<file path="src/rtl/uart_csr_pkg.sv">
// Shared constants for the UART receive-side Wishbone CSR block:
// register offsets, STAT/CTRL bit positions and the bus FSM encoding.
package uart_csr_pkg;

    localparam logic [3:0] RX_DATA_OFF = 4'h0;
    localparam logic [3:0] STAT_OFF    = 4'h4;
    localparam logic [3:0] CTRL_OFF    = 4'h8;
    localparam logic [3:0] CLK_DIV_OFF = 4'hC;

    localparam int STAT_EMPTY = 0;
    localparam int STAT_FULL  = 1;
    localparam int STAT_BUSY  = 2;
    localparam int STAT_FERR  = 3;
    localparam int STAT_IRQ   = 4;

    localparam int CTRL_IRQ_EN   = 0;
    localparam int RX_EMPTY_FLAG = 8;

    typedef enum logic {
        IDLE = 1'b0,
        RESP = 1'b1
    } csr_state_e;

endpackage

</file>
<file path="src/rtl/uart_wb_csr.sv">
// Wishbone slave CSR block for the UART receiver: drains the RX FIFO, holds
// sticky irq/frame-error status, owns the baud divisor and drives the CPU irq.
module uart_wb_csr
    import uart_csr_pkg::*;
#(
    parameter logic [31:0] BASE_ADDR       = 32'h3000_0000,
    parameter logic [31:0] DEFAULT_CLK_DIV = 32'd434,
    parameter logic [31:0] MIN_CLK_DIV     = 32'd4
) (
    input  logic        clk,
    input  logic        rst_n,
    input  logic        wbs_cyc_i,
    input  logic        wbs_stb_i,
    input  logic        wbs_we_i,
    input  logic [3:0]  wbs_sel_i,
    input  logic [31:0] wbs_adr_i,
    input  logic [31:0] wbs_dat_i,
    output logic        wbs_ack_o,
    output logic [31:0] wbs_dat_o,
    input  logic [7:0]  rx_data,
    input  logic        rx_empty,
    input  logic        rx_full,
    input  logic        rx_busy,
    input  logic        rx_irq,
    input  logic        rx_frame_err,
    output logic        rx_pop,
    output logic [31:0] clk_div,
    output logic        irq_o
);

    csr_state_e  state;
    logic        irq_en;
    logic        irq_pending;
    logic        frame_err_sticky;
    logic        hit;
    logic        accept;
    logic        wr;
    logic [3:0]  off;
    logic [31:0] rd_val;
    logic [31:0] div_merged;
    logic        stat_clr;
    logic        unused_ok;

    assign hit    = wbs_cyc_i & wbs_stb_i & (wbs_adr_i[31:4] == BASE_ADDR[31:4]);
    assign accept = hit & (state == IDLE);
    assign wr     = accept & wbs_we_i;
    assign off    = {wbs_adr_i[3:2], 2'b00};
    // Byte offset within a word carries no meaning for 32-bit registers.
    assign unused_ok = ^wbs_adr_i[1:0];

    assign stat_clr = wr & (off == STAT_OFF) & wbs_sel_i[0];

    always_comb begin
        rd_val = 32'h0;
        case (off)
            RX_DATA_OFF: begin
                rd_val[RX_EMPTY_FLAG] = rx_empty;
                rd_val[7:0]           = rx_empty ? 8'h00 : rx_data;
            end
            STAT_OFF: begin
                rd_val[STAT_EMPTY] = rx_empty;
                rd_val[STAT_FULL]  = rx_full;
                rd_val[STAT_BUSY]  = rx_busy;
                rd_val[STAT_FERR]  = frame_err_sticky;
                rd_val[STAT_IRQ]   = irq_pending;
            end
            CTRL_OFF:    rd_val[CTRL_IRQ_EN] = irq_en;
            CLK_DIV_OFF: rd_val = clk_div;
            default:     rd_val = 32'h0;
        endcase
    end

    always_comb begin
        div_merged = clk_div;
        for (int i = 0; i < 4; i++)
            if (wbs_sel_i[i]) div_merged[8*i +: 8] = wbs_dat_i[8*i +: 8];
    end

    // Bus FSM: side effects on the accepting edge, ack/pop in the single RESP cycle.
    always_ff @(posedge clk or negedge rst_n) begin
        if (!rst_n) begin
            state     <= IDLE;
            wbs_ack_o <= 1'b0;
            wbs_dat_o <= 32'h0;
            rx_pop    <= 1'b0;
        end else begin
            case (state)
                IDLE: begin
                    wbs_ack_o <= 1'b0;
                    wbs_dat_o <= 32'h0;
                    rx_pop    <= 1'b0;
                    if (hit) begin
                        state     <= RESP;
                        wbs_ack_o <= 1'b1;
                        wbs_dat_o <= wbs_we_i ? 32'h0 : rd_val;
                        rx_pop    <= ~wbs_we_i & (off == RX_DATA_OFF) & ~rx_empty;
                    end
                end
                default: begin
                    state     <= IDLE;
                    wbs_ack_o <= 1'b0;
                    wbs_dat_o <= 32'h0;
                    rx_pop    <= 1'b0;
                end
            endcase
        end
    end

    // Sticky status: a same-cycle set overrides a W1C clear.
    always_ff @(posedge clk or negedge rst_n) begin
        if (!rst_n) begin
            clk_div          <= DEFAULT_CLK_DIV;
            irq_en           <= 1'b0;
            irq_pending      <= 1'b0;
            frame_err_sticky <= 1'b0;
            irq_o            <= 1'b0;
        end else begin
            irq_pending      <= rx_irq | (irq_pending & ~(stat_clr & wbs_dat_i[STAT_IRQ]));
            frame_err_sticky <= rx_frame_err |
                                (frame_err_sticky & ~(stat_clr & wbs_dat_i[STAT_FERR]));
            irq_o            <= irq_pending & irq_en;
            if (wr && off == CTRL_OFF && wbs_sel_i[0])
                irq_en <= wbs_dat_i[CTRL_IRQ_EN];
            if (wr && off == CLK_DIV_OFF)
                clk_div <= (div_merged < MIN_CLK_DIV) ? MIN_CLK_DIV : div_merged;
        end
    end

endmodule

</file>
<file path="config.mk">
export PLATFORM = sky130hd
export DESIGN_NAME = uart_wb_csr
export DESIGN_NICKNAME = d
export VERILOG_FILES = /design/src/rtl/uart_csr_pkg.sv /design/src/rtl/uart_wb_csr.sv
export SDC_FILE = /design/constraint.sdc
export NUM_CORES = 1
export LEC_CHECK = 0
export CAP_MARGIN = 10
export CORE_ASPECT_RATIO = 1.4
export CORE_MARGIN = 3
export CORE_UTILIZATION = 43
export DETAILED_ROUTE_END_ITERATION = 16
export PLACE_DENSITY = 0.86
export SLEW_MARGIN = 0
export SYNTH_ARGS = -nofsm -noshare
export SYNTH_HDL_FRONTEND = slang
export SYNTH_SLANG_ARGS = --single-unit
export TNS_END_PERCENT = 5
</file>
<file path="constraint.sdc">
create_clock -name clk -period 5.55 [get_ports clk]
set_input_delay 1.665 -clock clk [delete_from_list [all_inputs] [get_ports clk]]
set_output_delay 1.665 -clock clk [all_outputs]
set_load 0.05 [all_outputs]
</file>
# Yosys cells after proc, flatten, opt, wreduce, memory -nomap -nowiden
# Index checks and enable logic that the tools add are counted.
# word_totals
register_bits	70
in_bits	86
# op_classes
magnitude_cmp	1
n_eq_ne	4
mux	17
n_bitwise	20
reduce_logical	4
# ops
cell	n
two-way mux 32 bit	4
two-way mux 8 bit	5
< comparator 32 x 3 -> 1 bit (second input constant)	1
equality test 28 x 26 -> 1 bit (second input constant)	1
two-way mux 23 bit	1
bitwise AND 1 bit	13
one-hot mux 4 bit (3 select lines)	1
one-hot mux 4 bit (2 select lines)	1
NOT 1 bit	5
equality test 2 bit (second input constant)	2
zero test 4 bit	1
two-way mux 1 bit	4
one-hot mux 1 bit (4 select lines)	1
logical AND 1 bit	3
equality test 2 x 1 -> 1 bit (second input constant)	1
OR 1 bit	2

# Logic depth before layout (Yosys ltp)
# Gate-level depths: netlist of the first run.
# depth
ltp_word	10
depth_mapped	6
mapped_depth_nobuf	6

# Worst setup path after synthesis of the first run
# Ideal clock, no wire load.
# synth_timing
kind	in2reg
start	input wbs_adr_i[20]
end	register clk_div[24]
setup_ns	0.125
arrival_time_ns	3.132
required_time_ns	5.425
setup_slack_ns	2.294
path_stages	6
cell_sequence	nor4_1 > nand4_1 > nor3_4 > and2_1 > buf_4 > mux2_2
# synth_via
elab_chain_len	5
# synth_lines
element	line_no	text
start: declaration	uart_wb_csr.sv:16	input logic [31:0] wbs_adr_i,
equality test 28 x 26 -> 1 bit	uart_wb_csr.sv:44	assign hit = wbs_cyc_i & wbs_stb_i & (wbs_adr_i[31:4] == BASE_ADDR[31:4]);
bitwise AND 1 bit	uart_wb_csr.sv:44	
bitwise AND 1 bit	uart_wb_csr.sv:45	assign accept = hit & (state == IDLE);
bitwise AND 1 bit	uart_wb_csr.sv:46	assign wr = accept & wbs_we_i;
logical AND 1 bit	uart_wb_csr.sv:124	if (wr && off == CLK_DIV_OFF)
end signal: assignment	uart_wb_csr.sv:125	clk_div <= (div_merged < MIN_CLK_DIV) ? MIN_CLK_DIV : div_merged;
end: declaration	uart_wb_csr.sv:27	output logic [31:0] clk_div,
# Every way passes these cells.
# A chain may end at the register's enable or synchronous reset.

# Final worst setup path of the first run
# layout_timing
start	input wbs_adr_i[2]
end	register clk_div[25]
# layout_via
elab_chain_len	2
# layout_lines
element	line_no
equality test 2 bit	uart_wb_csr.sv:124
logical AND 1 bit	uart_wb_csr.sv:124
# Every way passes these cells.

==> results.md, run 1 <==
- The count of TritonRoute iterations in the first routing pass is 5.
- The number of standard-cell rows in the floorplan is 35.
- The count of buffers from port buffering is 150.
- At the pin with the least slew margin, the transition time is 0.869 ns.
- The worst slew margin relative to its limit is between 40% and 50%.
- After global routing the overflow that remains totals 0.
- The highest clock rate is between 200 and 300 MHz.
- For this block, the routed nets add up to 8160 um of wire.
- The total number of yosys warnings is 0.
- For this run, design rule violations remaining after detail routing come to 0.
- The total CTS buffers is 9.
- STA classifies the critical path endpoint as a register.
- The maximum net fanout on the critical path is 11.
- In this design, the stage delay of the slowest critical-path cell is roughly 0.51 ns.
- The placed wire-length estimate after detailed placement is 6410 um.
- The top-level I/O count is about 150.
- The post-synthesis to final-layout area growth is 59.1%.
- Dividing total power by cell area gives a power density of approximately 210 nW/um2.
- The synthesized netlist net count is approximately 330.
- Leaving out fill and tap cells, the most frequent cell in the layout is sky130_fd_sc_hd__clkdlybuf4s50_1.
- The post-CTS repair timing setup buffer count is 0.
- Clock skew on the completed layout was measured at approximately 0.0065 ns.
- The buffer type at the clock tree root is sky130_fd_sc_hd__clkbuf_8.
- The worst path uses 70.2% of the clock period.
- Across the run, the number of max-cap violations was 0.
- Entering global routing, the biggest net connects 71 pins.
- Dividing the synthesized area by the synthesized cell count gives around 13 um2.
- The run finished with clean final reports.
- The number of antenna violations at the first check in global routing is 0.
- In the routed layout, each cell is associated on average with a via count of 5.15.
- The worst-skew pair later-pin latency is between 0.3 and 0.4 ns.
- For the worst setup path, the data required time is between 5 and 6 ns.
- In this run, distinct cell masters in the synthesized netlist total 40.
- The maximum clock path buffer count is 2.
- The die covers ~8100 um2.
- For this block, the via count after detailed routing is between 2000 and 3000.
- In this run the horizontal extent of the chip is about 77 um.
- The worst path arrival time is 4.11 ns.
- The initial core utilization is 45.0%.
- The path class of the tightest hold or removal check is reg2reg.
- Measured along the y axis, the die boundary spans between 100 and 150 um.
- The number of nets with antenna violations after routing is 0.
- The flip-flop and latch count after synthesis is 70.
- The clock edge transition at the registers on the reported setup and hold paths is about 0.070 ns.
- Setup repair after global routing left no endpoint under its margin.
- Walking the worst path, the cells encountered are clkdlybuf4s50_1 > ha_1 > nand2_1 > nor3_4 > and2_1 > mux2_2.
- The number of pins exceeding their max-slew limit in the final report was 0.
- With fillers left out, the area of the finished cells amounts to around 4800 um2.
- The placeable core region is 6700 um2.
- The first global-routing pass estimated 13400 um of wire.
- The number of antenna diodes is 0.
- The minimum clock period after layout is 3.90 ns.
- After clock tree synthesis, the repair step resized 0 gates.
- The total negative slack for setup checks is 0 ns.
- The via count of the first global-routing pass came to ~2700.
- The path type of the worst setup path is in2reg.
- The instance area after placement is 4590 um2.
- The startpoint type of the worst setup path is an input pin.
- The first routing iteration left 135 violations.
- The overall track demand over capacity in global routing is between 20% and 30%.
- The deepest level of the CTS H-tree is 3.
- The number of setup violations in the final report is 0.
- Ranked by total cell area, the synthesized netlist is headed by sky130_fd_sc_hd__dfrtp_1 (54%), sky130_fd_sc_hd__mux2_2 (9.3%), sky130_fd_sc_hd__and2_1 (5.4%).
- The routed wire length per instance is ~17 um.
- The number of clock sinks seen by CTS is 70.
- The hold buffer count at cts is 0.
- The critical-path cell with the highest stage delay is sky130_fd_sc_hd__clkdlybuf4s50_1.
- The top cell type by area accounts for ~54% of the synthesized area.
- Once layout is complete, the utilization of the core stands at a little under three quarters.
- The hold violation count in the final report was 0.
- TritonCTS built the clock tree.
- The count of nets after finishing is roughly 480.
- The cell taking the most area after synthesis is sky130_fd_sc_hd__dfrtp_1.
- Cells with a size suffix above 1 make up a little over an eighth of the layout.
- The synthesized cell area is ~3000 um2.
- The library cells used most frequently in the layout, excluding fill and tap cells, are sky130_fd_sc_hd__clkdlybuf4s50_1 (149), sky130_fd_sc_hd__dfrtp_1 (65), sky130_fd_sc_hd__and2_1 (26), sky130_fd_sc_hd__mux2_2 (25), sky130_fd_sc_hd__nor3_1 (15).
- In this run the static leakage power is roughly 2.1 nW.
- The count of mapped cells out of synthesis is about 240.
- The congestion estimate from routability-driven global placement came to between 0.9 and 1.
- The worst IR drop on VDD is ~0.00014 V.
- The proportion of synthesized chip area in sequential cells is slightly below 60%.
## power breakdown
group | leakage, nW | internal, W | switching, W
sequential | 0.939 | 0.000510 | 0.00000000000107
clock | 0.106 | 0.000230 | 0.000181
combinational | 1.05 | 0.0000613 | 0.0000363
total | 2.09 | 0.000801 | 0.000217
## synthesized netlist by cell type
cell type and count:
sky130_fd_sc_hd__a22oi_1 4, sky130_fd_sc_hd__or2_2 1, sky130_fd_sc_hd__a21oi_1 2, sky130_fd_sc_hd__nand4_1 5
sky130_fd_sc_hd__mux2_2 25, sky130_fd_sc_hd__dfrtp_1 65, sky130_fd_sc_hd__nor3_1 15, sky130_fd_sc_hd__a21o_1 2
sky130_fd_sc_hd__nor3b_1 3, sky130_fd_sc_hd__nor4_1 9, sky130_fd_sc_hd__o22a_1 1, sky130_fd_sc_hd__nand3_1 5
sky130_fd_sc_hd__o221a_2 1, sky130_fd_sc_hd__and2_1 26, sky130_fd_sc_hd__nor2b_1 2, sky130_fd_sc_hd__inv_1 7
sky130_fd_sc_hd__a222oi_1 6, sky130_fd_sc_hd__or3_1 4, sky130_fd_sc_hd__a211o_1 2, sky130_fd_sc_hd__nor3_4 2
sky130_fd_sc_hd__nand2_1 3, sky130_fd_sc_hd__and2_2 1, sky130_fd_sc_hd__nor4bb_1 2, sky130_fd_sc_hd__nand2b_1 2
sky130_fd_sc_hd__mux2_1 2, sky130_fd_sc_hd__or4_1 3, sky130_fd_sc_hd__mux2i_1 5, sky130_fd_sc_hd__ha_1 4
sky130_fd_sc_hd__nor2_1 6, sky130_fd_sc_hd__clkbuf_1 4, sky130_fd_sc_hd__nand2_2 1, sky130_fd_sc_hd__nor4_4 1
sky130_fd_sc_hd__or3b_1 2, sky130_fd_sc_hd__o2bb2ai_1 2, sky130_fd_sc_hd__clkbuf_2 1, sky130_fd_sc_hd__or2_1 1
sky130_fd_sc_hd__o41ai_1 1, sky130_fd_sc_hd__buf_4 3, sky130_fd_sc_hd__dfstp_2 5, sky130_fd_sc_hd__o22ai_1 1
## metrics by stage
stage	setup slack [ns]	hold WS [ns]	total power, W	std cells
after floorplan	2.29	0.449	0.000540	237
after global placement	1.34	0.462	0.000616	472
after detailed placement	1.29	0.479	0.000618	472
after CTS	1.64	0.495	0.00103	488
after global routing	1.47	0.533	0.00106	488
final	1.65	0.497	0.00102	488
## kinds of logic (layout without fill, tap and decap cells)
group / after synthesis / after routing / synth area share [%]
mux: 32 / 32 / 11.8
fa+ha+maj: 4 / 4 / 1.66
compound gates: 22 / 22 / 6.15
buf+inv: 15 / 174 / 2.28
simple gates: 94 / 94 / 19.8
flops: 70 / 70 / 58.3
## routing by layer
layer	routed length, um	up-vias	global-route usage, %
met5	0	-	0
met4	280	0	11.3
met2	4480	115	38.0
li1	-	1177	-
met1	2730	1196	22.1
met3	665	25	6.47
## state kept, by name (all words and copies together) (netlist names)
register / cells
clk_div: 32
wbs_dat_o: 32
frame_err_sticky: 1
irq_en: 1
irq_o: 1
irq_pending: 1
rx_pop: 1
state: 1
## critical path, delay by kind of cell
kind | cells | cell delay, ns
fa+ha+maj | 1 | 0.43
buf+inv | 1 | 0.51
mux | 1 | 0.39
simple gates | 3 | 1.12
## final timing paths
kind / from / end / slack (ns) / cells after the start
min in group asynchronous: rst_n / irq_en / 1.43 / 1
max: wbs_adr_i[2] / clk_div[25] / 1.65 / 6
max reg2reg: state / clk_div[25] / 3.27 / 5
min: frame_err_sticky / frame_err_sticky / 0.50 / 1
min reg2reg: frame_err_sticky / frame_err_sticky / 0.50 / 1
max in group asynchronous: rst_n / wbs_dat_o[17] / 3.54 / 1
## final cells by class
type	instances	area, um2
clock buffers	12	155
multi-input cells	152	1190
inverters	7	26.3
well taps	92	115
fillers	496	1910
clock inverters	4	45.0
flip-flops and latches	70	1760
repair buffers	151	1510
No activity file was read; power rests on OpenSTA's default activity.
==> run 2, diff against run 1 <==
--- a/config.mk
+++ b/config.mk
@@ -8,9 +8,9 @@
 export CAP_MARGIN = 10
 export CORE_ASPECT_RATIO = 1.4
 export CORE_MARGIN = 3
-export CORE_UTILIZATION = 43
+export CORE_UTILIZATION = 40
 export DETAILED_ROUTE_END_ITERATION = 16
-export PLACE_DENSITY = 0.86
+export PLACE_DENSITY = 0.8
 export SLEW_MARGIN = 0
 export SYNTH_ARGS = -nofsm -noshare
 export SYNTH_HDL_FRONTEND = slang
==> constraint.sdc (replaced) <==
create_clock -name clk -period 3.75 [get_ports clk]
set_input_delay 1.125 -clock clk [delete_from_list [all_inputs] [get_ports clk]]
set_output_delay 1.125 -clock clk [all_outputs]
set_load 0.05 [all_outputs]
==> run 2 against run 1 <==
Clock power rose by 60%; die area is 7.0% higher; combinational power grew 50%; final area up 0.86%; routed wire length increased by 2.9%; first-iteration DRC count fell by 5.2%; global-route usage is 1.1 points lower.
==> results.md, run 2 (synthesized netlist as in run 1, its figures left out) <==
- The worst slew margin relative to its limit is 41.3% (-0.78 points).
- The clock skew was 0.00801 ns (+0.00149 ns).
- The number of fill cells in the layout is 574 (+16%).
- The via-per-instance ratio is 5.09 (-1.2%).
- The worst-skew pair later-pin latency is 0.34 ns (about the same).
- The capture point of the worst reg-to-reg path is wbs_dat_o[28].
- The worst register-to-register path begins at state.
- The number of cells in the finished layout apart from fillers is 494 (+1.2%).
- The fraction of the core area covered by cells at the end of the flow is 67.9% (-3.6 points).
- The worst reg-to-reg setup slack is 1.67 ns (-1.60 ns).
- The static leakage is 2.11 nW (+0.94%).
- The number of nets with antenna violations after routing is 0 (unchanged).
- The share of the cycle needed by the critical path after routing is 78.2%.
- The maximum clock path buffer count was 2 (unchanged).
- The routability-driven placement congestion ratio came to 0.826 (-9.5%).
- The DRC marker count from the first detailed-route iteration is 128 (-5.2%).
- The required time of the critical path is 4.02 ns (-1.75 ns).
- The sum of overflow across all layers after global routing is 0 (unchanged).
- The largest net degree at the start of global routing is 71 (unchanged).
- The count of TritonRoute iterations in the first routing pass came to 4 (-1).
- The initial core utilization is 42.3% (-2.6 points).
- The clock edge transition at the registers on the reported setup and hold paths is 0.07 ns (about the same).
- The number of vias in the routed layout is 2514 (+0.040%).
- The routed wire length per instance is 17.0 um (+1.6%).
- The deepest level of the CTS H-tree came to 3 (unchanged).
- The worst IR drop on VDD came to 0.000354 V (+150%).
- The worst setup slack after layout is 0.819 ns (-0.833 ns).
- The number of setup violations in the final report is 0 (unchanged).
- The run finished with clean final reports.
- The DRC violation count after routing is 0 (unchanged).
- The number of antenna diodes is 0 (unchanged).
- The post-CTS resize count is 0 (unchanged).
- The transition time at the pin with the least slew margin came to 0.880 ns (+0.0117 ns).
- The worst setup path is captured at a register.
- The number of antenna violations at the first check in global routing is 0 (unchanged).
- The total CTS buffers came to 9 (unchanged).
- The cell depth of the worst flop-to-flop path is 6 (+1).
- The number of pins exceeding their max-slew limit in the final report is 0 (unchanged).
- The top-level I/O count is 153 (unchanged).
- The number of standard-cell rows in the floorplan came to 36 (+2.9%).
- The total negative slack for setup checks is 0 ns (unchanged).
- The placeable core region is 7120 um2 (+6.2%).
- The number of violations of the max-capacitance limit is 0 (unchanged).
- The maximum net fanout on the critical path is 23 (+12).
- The hold violation count in the final report is 0 (unchanged).
- The hold buffer count at cts came to 0 (unchanged).
- The CTS tree is done.
- The placement-stage worst setup slack came to 0.438 ns (-0.849 ns).
- The number of instances in the placed design came to 478 (+1.3%).
- The via count of the first global-routing pass is 2651 (-2.4%).
- The power density of the placed cells is 323 nW/um2 (+52%).
- The critical path is of the in2reg type.
- In this run the worst setup path terminates at wbs_dat_o[28].
- The vertical die dimension is 109 um (+3.5%).
- The die area is 8620 um2 (+7.0%).
- The proportion of layout cells with a drive suffix above 1 is 14.0% (+0.40 points).
- The wire length of the first global-routing pass is 13300 um (-0.42%).
- The buffer type at the clock tree root is sky130_fd_sc_hd__clkbuf_8.
- The start point of the critical path is wbs_adr_i[20].
- The count of buffers from port buffering came to 150 (unchanged).
- The number of clock sinks seen by CTS came to 70 (unchanged).
- The post-CTS repair timing setup buffer count is 0 (unchanged).
- The startpoint type of the worst setup path is an input pin.
- The worst path arrival time is 3.21 ns (-0.90 ns).
- The smallest clock period supported by the final layout is computed as a little under 3 ns.
- The placed wire-length estimate after detailed placement is 6480 um (+1.1%).
- Leaving out fill and tap cells, the most frequent cell in the layout is sky130_fd_sc_hd__clkdlybuf4s50_1.
- The count of nets after finishing is 484 (+0.62%).
- The die boundary width is 79.4 um (+3.4%).
- Leaving out fill and tap cells, the most frequent cells in the layout are sky130_fd_sc_hd__clkdlybuf4s50_1 (149), sky130_fd_sc_hd__dfrtp_1 (65), sky130_fd_sc_hd__and2_1 (26), sky130_fd_sc_hd__mux2_2 (25), sky130_fd_sc_hd__nor3_1 (15).
- The post-synthesis to final-layout area growth is 60.4%.
- The highest clock rate is between 300 and 400 MHz.
- The overall track demand over capacity in global routing was 20.2% (-1.1 points).
- Setup repair after global routing left no endpoint under its margin.
- The largest registers in the layout are clk_div (32), wbs_dat_o (32).
- The final routed wirelength across all metal layers is 8390 um (+2.9%).
- The min-delay analysis places its worst path in the category reg2reg.
- The power after layout is 0.00156 W (+53%).
## run 2: cell count changes in the layout (fill, tap and decap cells not counted)
cell / delta
sky130_fd_sc_hd__clkbuf_1: +1
sky130_fd_sc_hd__bufinv_16: +1
sky130_fd_sc_hd__clkinv_2: -1
sky130_fd_sc_hd__buf_4: +3
sky130_fd_sc_hd__clkbuf_8: -1
## run 2: worst min-delay path by stage
stage                                 from          endpoint  slack, ns  depth (start not counted)
after floorplan           frame_err_sticky  frame_err_sticky       0.45                          1
after global placement    frame_err_sticky  frame_err_sticky       0.47                          1
after detailed placement  frame_err_sticky  frame_err_sticky       0.48                          1
after CTS                 frame_err_sticky  frame_err_sticky       0.50                          1
after global routing      frame_err_sticky  frame_err_sticky       0.52                          1
final                     frame_err_sticky  frame_err_sticky       0.50                          1
## run 2: power breakdown
group              switching, W  total [W]  internal [W]
clock network          0.000267   0.000658      0.000391
logic                 0.0000544   0.000146     0.0000919
registers      0.00000000000166   0.000755      0.000755
## run 2: worst max-delay path, cell delays in order
cell                              delay [ns]
sky130_fd_sc_hd__clkdlybuf4s50_1        0.40
sky130_fd_sc_hd__nor4_1                 0.28
sky130_fd_sc_hd__nand4_1                0.25
sky130_fd_sc_hd__or3_1                  0.60
sky130_fd_sc_hd__nor2_1                 0.15
sky130_fd_sc_hd__buf_4                  0.24
sky130_fd_sc_hd__and2_1                 0.16
## run 2: per-stage QoR
stage	hold slack, ns	cell area (um2)
floorplan	0.449	3010
global placement	0.470	4620
detailed placement	0.482	4620
CTS	0.497	4830
global route	0.516	4830
finish	0.496	4830
## run 2: cell type report
cell class	instances	area (um2)	area share, %
repair buffers	154	1530	31.6
well taps	95	119	2.46
flip-flops and latches	70	1760	36.4
inverters	7	26.3	0.544
clock inverters	4	70.1	1.45
clock buffers	12	145	3.00
multi-input cells	152	1190	24.5
## run 2: layer usage
metal  up-vias  share of wire [%]  GRT usage, %
met1      1216                 37          23.0
met4         0                2.1          7.86
met2       107                 54          35.7
met5         -                  0             0
li1       1180                  -             -
met3        11                7.5          5.87
==> run 3, diff against run 2 <==
==> constraint.sdc (replaced) <==
create_clock -name clk -period 2.8 [get_ports clk]
set_input_delay 0.84 -clock clk [delete_from_list [all_inputs] [get_ports clk]]
set_output_delay 0.84 -clock clk [all_outputs]
set_load 0.05 [all_outputs]
==> run 3 against run 2 <==
Setup slack got worse by 0.61 ns; hold slack got worse by 0.0060 ns; flip-flop and latch count did not move; clock skew fell by 0.0034 ns; critical endpoint is now clk_div[6]; power rose by 25%; clock power rose by 13%; non-clock buffer count rose by 13; final area rose by 1.8%; via count rose by 2.8%; sequential share of layout area fell by 0.65 points; routed wire length rose by 1.2%; core utilization rose by 1.2 points.
==> results.md, run 3 (synthesized netlist as in run 1, its figures left out) <==
- The number of antenna violations at the first check in global routing is 0 (unchanged).
- The via count of the first global-routing pass is 2750 (+3.7%).
- The sum of overflow across all layers after global routing is 0 (unchanged).
- The number of violations of the max-capacitance limit was 0 (unchanged).
- The largest registers in the layout are clk_div (32), wbs_dat_o (32).
- The CTS tree is done.
- The final standard cell area without fillers was 4920 um2 (+1.8%).
- The routed wire length per instance came to 16.7 um (-1.4%).
- The worst path arrival time came to 2.82 ns (-0.39 ns).
- The routability-driven placement congestion ratio is 0.823 (-0.33%).
- The worst slew margin relative to its limit is 41.5% (+0.13 points).
- The post-CTS resize count is 0 (unchanged).
- The number of cells in the finished layout apart from fillers is 507 (+2.6%).
- The worst IR drop on VDD is 0.000333 V (-6.1%).
- The post-CTS repair timing setup buffer count is 0 (unchanged).
- The initial core utilization was 42.3% (unchanged).
- The vertical die dimension is 109 um (unchanged).
- The switching component of the power was 0.000420 W (+31%).
- The number of instances in the placed design is 491 (+2.7%).
- The worst-skew pair later-pin latency was 0.34 ns (about the same).
- The met1 usage in global routing is 24.0% (+0.99 points).
- The worst hold path cell count is 1 (unchanged).
- Walking the worst path, the cells encountered are clkdlybuf4s50_1 > nor4_1 > nand4_1 > or2_1 > nor3_4 > mux2_2.
- The met3 demand-to-capacity share in global routing is 5.79% (-0.083 points).
- The transition time at the pin with the least slew margin is 0.878 ns (-0.00202 ns).
- The top-level I/O count is 153 (unchanged).
- The number of clock sinks seen by CTS came to 70 (unchanged).
- The maximum single-stage delay on the critical path was 0.42 ns (-0.18 ns).
- The wire length of the first global-routing pass came to 13500 um (+1.2%).
- The clock network power share came to 38.0% (-4.2 points).
- The logic gate share of total power is 10.3% (+0.9 points).
- The post-synthesis to final-layout area growth is 63.3%.
- The count of TritonRoute iterations in the first routing pass came to 5 (+1).
- On the critical path, the stage with the largest delay is an instance of sky130_fd_sc_hd__clkdlybuf4s50_1.
- The root buffer cell chosen for the clock tree is sky130_fd_sc_hd__clkbuf_8.
- Timing would allow up to 386 MHz.
- The number of nets with antenna violations after routing came to 0 (unchanged).
- The placeable core region is 7120 um2 (unchanged).
- The maximum clock path buffer count was 2 (unchanged).
- The DRC violation count after routing is 0 (unchanged).
- The power density of the placed cells is 397 nW/um2 (+23%).
- The worst setup path is launched from an input pin.
- The proportion of layout cells with a drive suffix above 1 is 16.3% (+2.2 points).
- The deepest level of the CTS H-tree is 3 (unchanged).
- The global routing usage on met2 was 36.0% (+0.36 points).
- The count of nets after finishing came to 497 (+2.7%).
- The design internal power is 0.00154 W (+24%).
- The hold violation count in the final report is 0 (unchanged).
- The final routed wirelength across all metal layers is 8490 um (+1.2%).
- The static leakage came to 2.16 nW (+2.4%).
- The layer with the highest usage after global routing is met2.
- The hold buffer count at cts is 0 (unchanged).
- The cell depth of the worst flop-to-flop path is 5 (-1).
- The number of antenna diodes is 0 (unchanged).
- The DRC marker count from the first detailed-route iteration is 132 (+3.1%).
- Subtracting the final worst setup slack from the clock period gives ~2.6 ns.
- The die area is 8620 um2 (unchanged).
- The clock edge transition at the registers on the reported setup and hold paths came to 0.07 ns (about the same).
- The number of standard-cell rows in the floorplan is 36 (unchanged).
- The number of fill cells in the layout is 552 (-3.8%).
- The required time of the critical path was 3.03 ns (-0.99 ns).
- The die boundary width is 79.4 um (unchanged).
- The count of buffers from port buffering is 150 (unchanged).
- The path type of the worst setup path is in2reg.
- The overall track demand over capacity in global routing is 20.9% (+0.65 points).
- The fraction of power consumed by sequential logic came to 51.7% (+3.3 points).
- The flow ran to the end, and the final reports show no timing, DRC or antenna violations.
- In the finished design, the share of the clock period the worst path needs comes to ~93%.
- Setup repair after global routing left no endpoint under its margin.
- The number of vias in the routed layout is 2585 (+2.8%).
- The total negative slack for setup checks was 0 ns (unchanged).
- The worst hold path belongs to the class reg2reg.
- The switching power as a share of total power came to 21.5% (+0.88 points).
- The number of pins exceeding their max-slew limit in the final report is 0 (unchanged).
- Leaving out fill and tap cells, the most frequent cell in the layout is sky130_fd_sc_hd__clkdlybuf4s50_1.
- The via-per-instance ratio is 5.10 (+0.19%).
- The instance area after placement came to 4740 um2 (+2.7%).
- The clock skew is 0.00462 ns (-0.00339 ns).
- The number of setup violations in the final report is 0 (unchanged).
- The type of element capturing the critical path is a register.
- The largest net degree at the start of global routing was 71 (unchanged).
- The maximum net fanout on the critical path is 5 (-78%).
- The total CTS buffers is 9 (unchanged).
- The placed wire-length estimate after detailed placement is 6660 um (+2.8%).
- In the layout the commonest cells are sky130_fd_sc_hd__clkdlybuf4s50_1 (149), sky130_fd_sc_hd__dfrtp_1 (65), sky130_fd_sc_hd__and2_1 (26), sky130_fd_sc_hd__mux2_2 (25), sky130_fd_sc_hd__buf_4 (16).
-- run 3: path summary, 6_finish.rpt --
path / slack [ns] / start / endpoint
max: 0.21 / wbs_adr_i[15] / clk_div[6]
min: 0.49 / frame_err_sticky / frame_err_sticky
max reg2reg: 0.75 / clk_div[23] / clk_div[0]
min reg2reg: 0.49 / frame_err_sticky / frame_err_sticky
max in group asynchronous: 1.62 / rst_n / wbs_dat_o[6]
min in group asynchronous: 0.62 / rst_n / clk_div[27]
-- run 3: through the flow --
stage | utilization, % | total power (W) | setup WS (ns) | hold WS [ns]
detailed placement | 66.6 | 0.00123 | -0.195 | 0.478
global placement | 66.6 | 0.00123 | -0.125 | 0.468
global route | 69.1 | 0.00203 | 0.0588 | 0.526
CTS | 69.1 | 0.00198 | 0.189 | 0.493
floorplan | - | 0.00107 | 0.369 | 0.449
finish | 69.1 | 0.00196 | 0.208 | 0.490
-- run 3: metal layers --
layer / vias up / routed length, um
li1: 1213 / -
met1: 1243 / 3250
met3: 18 / 608
met5: - / 0
met4: 0 / 227
met2: 111 / 4400
-- run 3: critical path, delay by kind of cell --
family,cells,cell delay [ns]
simple gates,4,1.20
buf+inv,1,0.42
mux,1,0.37
-- run 3: power groups by stage --
stage	sequential, W	clock (W)	combinational, W
floorplan	0.00103	0	0.0000390
global placement	0.00103	0	0.000199
detailed placement	0.00103	0	0.000202
CTS	0.00101	0.000760	0.000203
global route	0.00101	0.000800	0.000218
finish	0.00101	0.000742	0.000202
-- run 3: cell type report --
class / count / area [um2] / share of cell area [%]
sequential: 70 / 1760 / 35.7
timing repair buffer: 167 / 1650 / 33.6
multi-input combinational: 152 / 1190 / 24.1
clock buffer: 16 / 180 / 3.66
tap: 95 / 119 / 2.42
inverter: 7 / 26.3 / 0.534
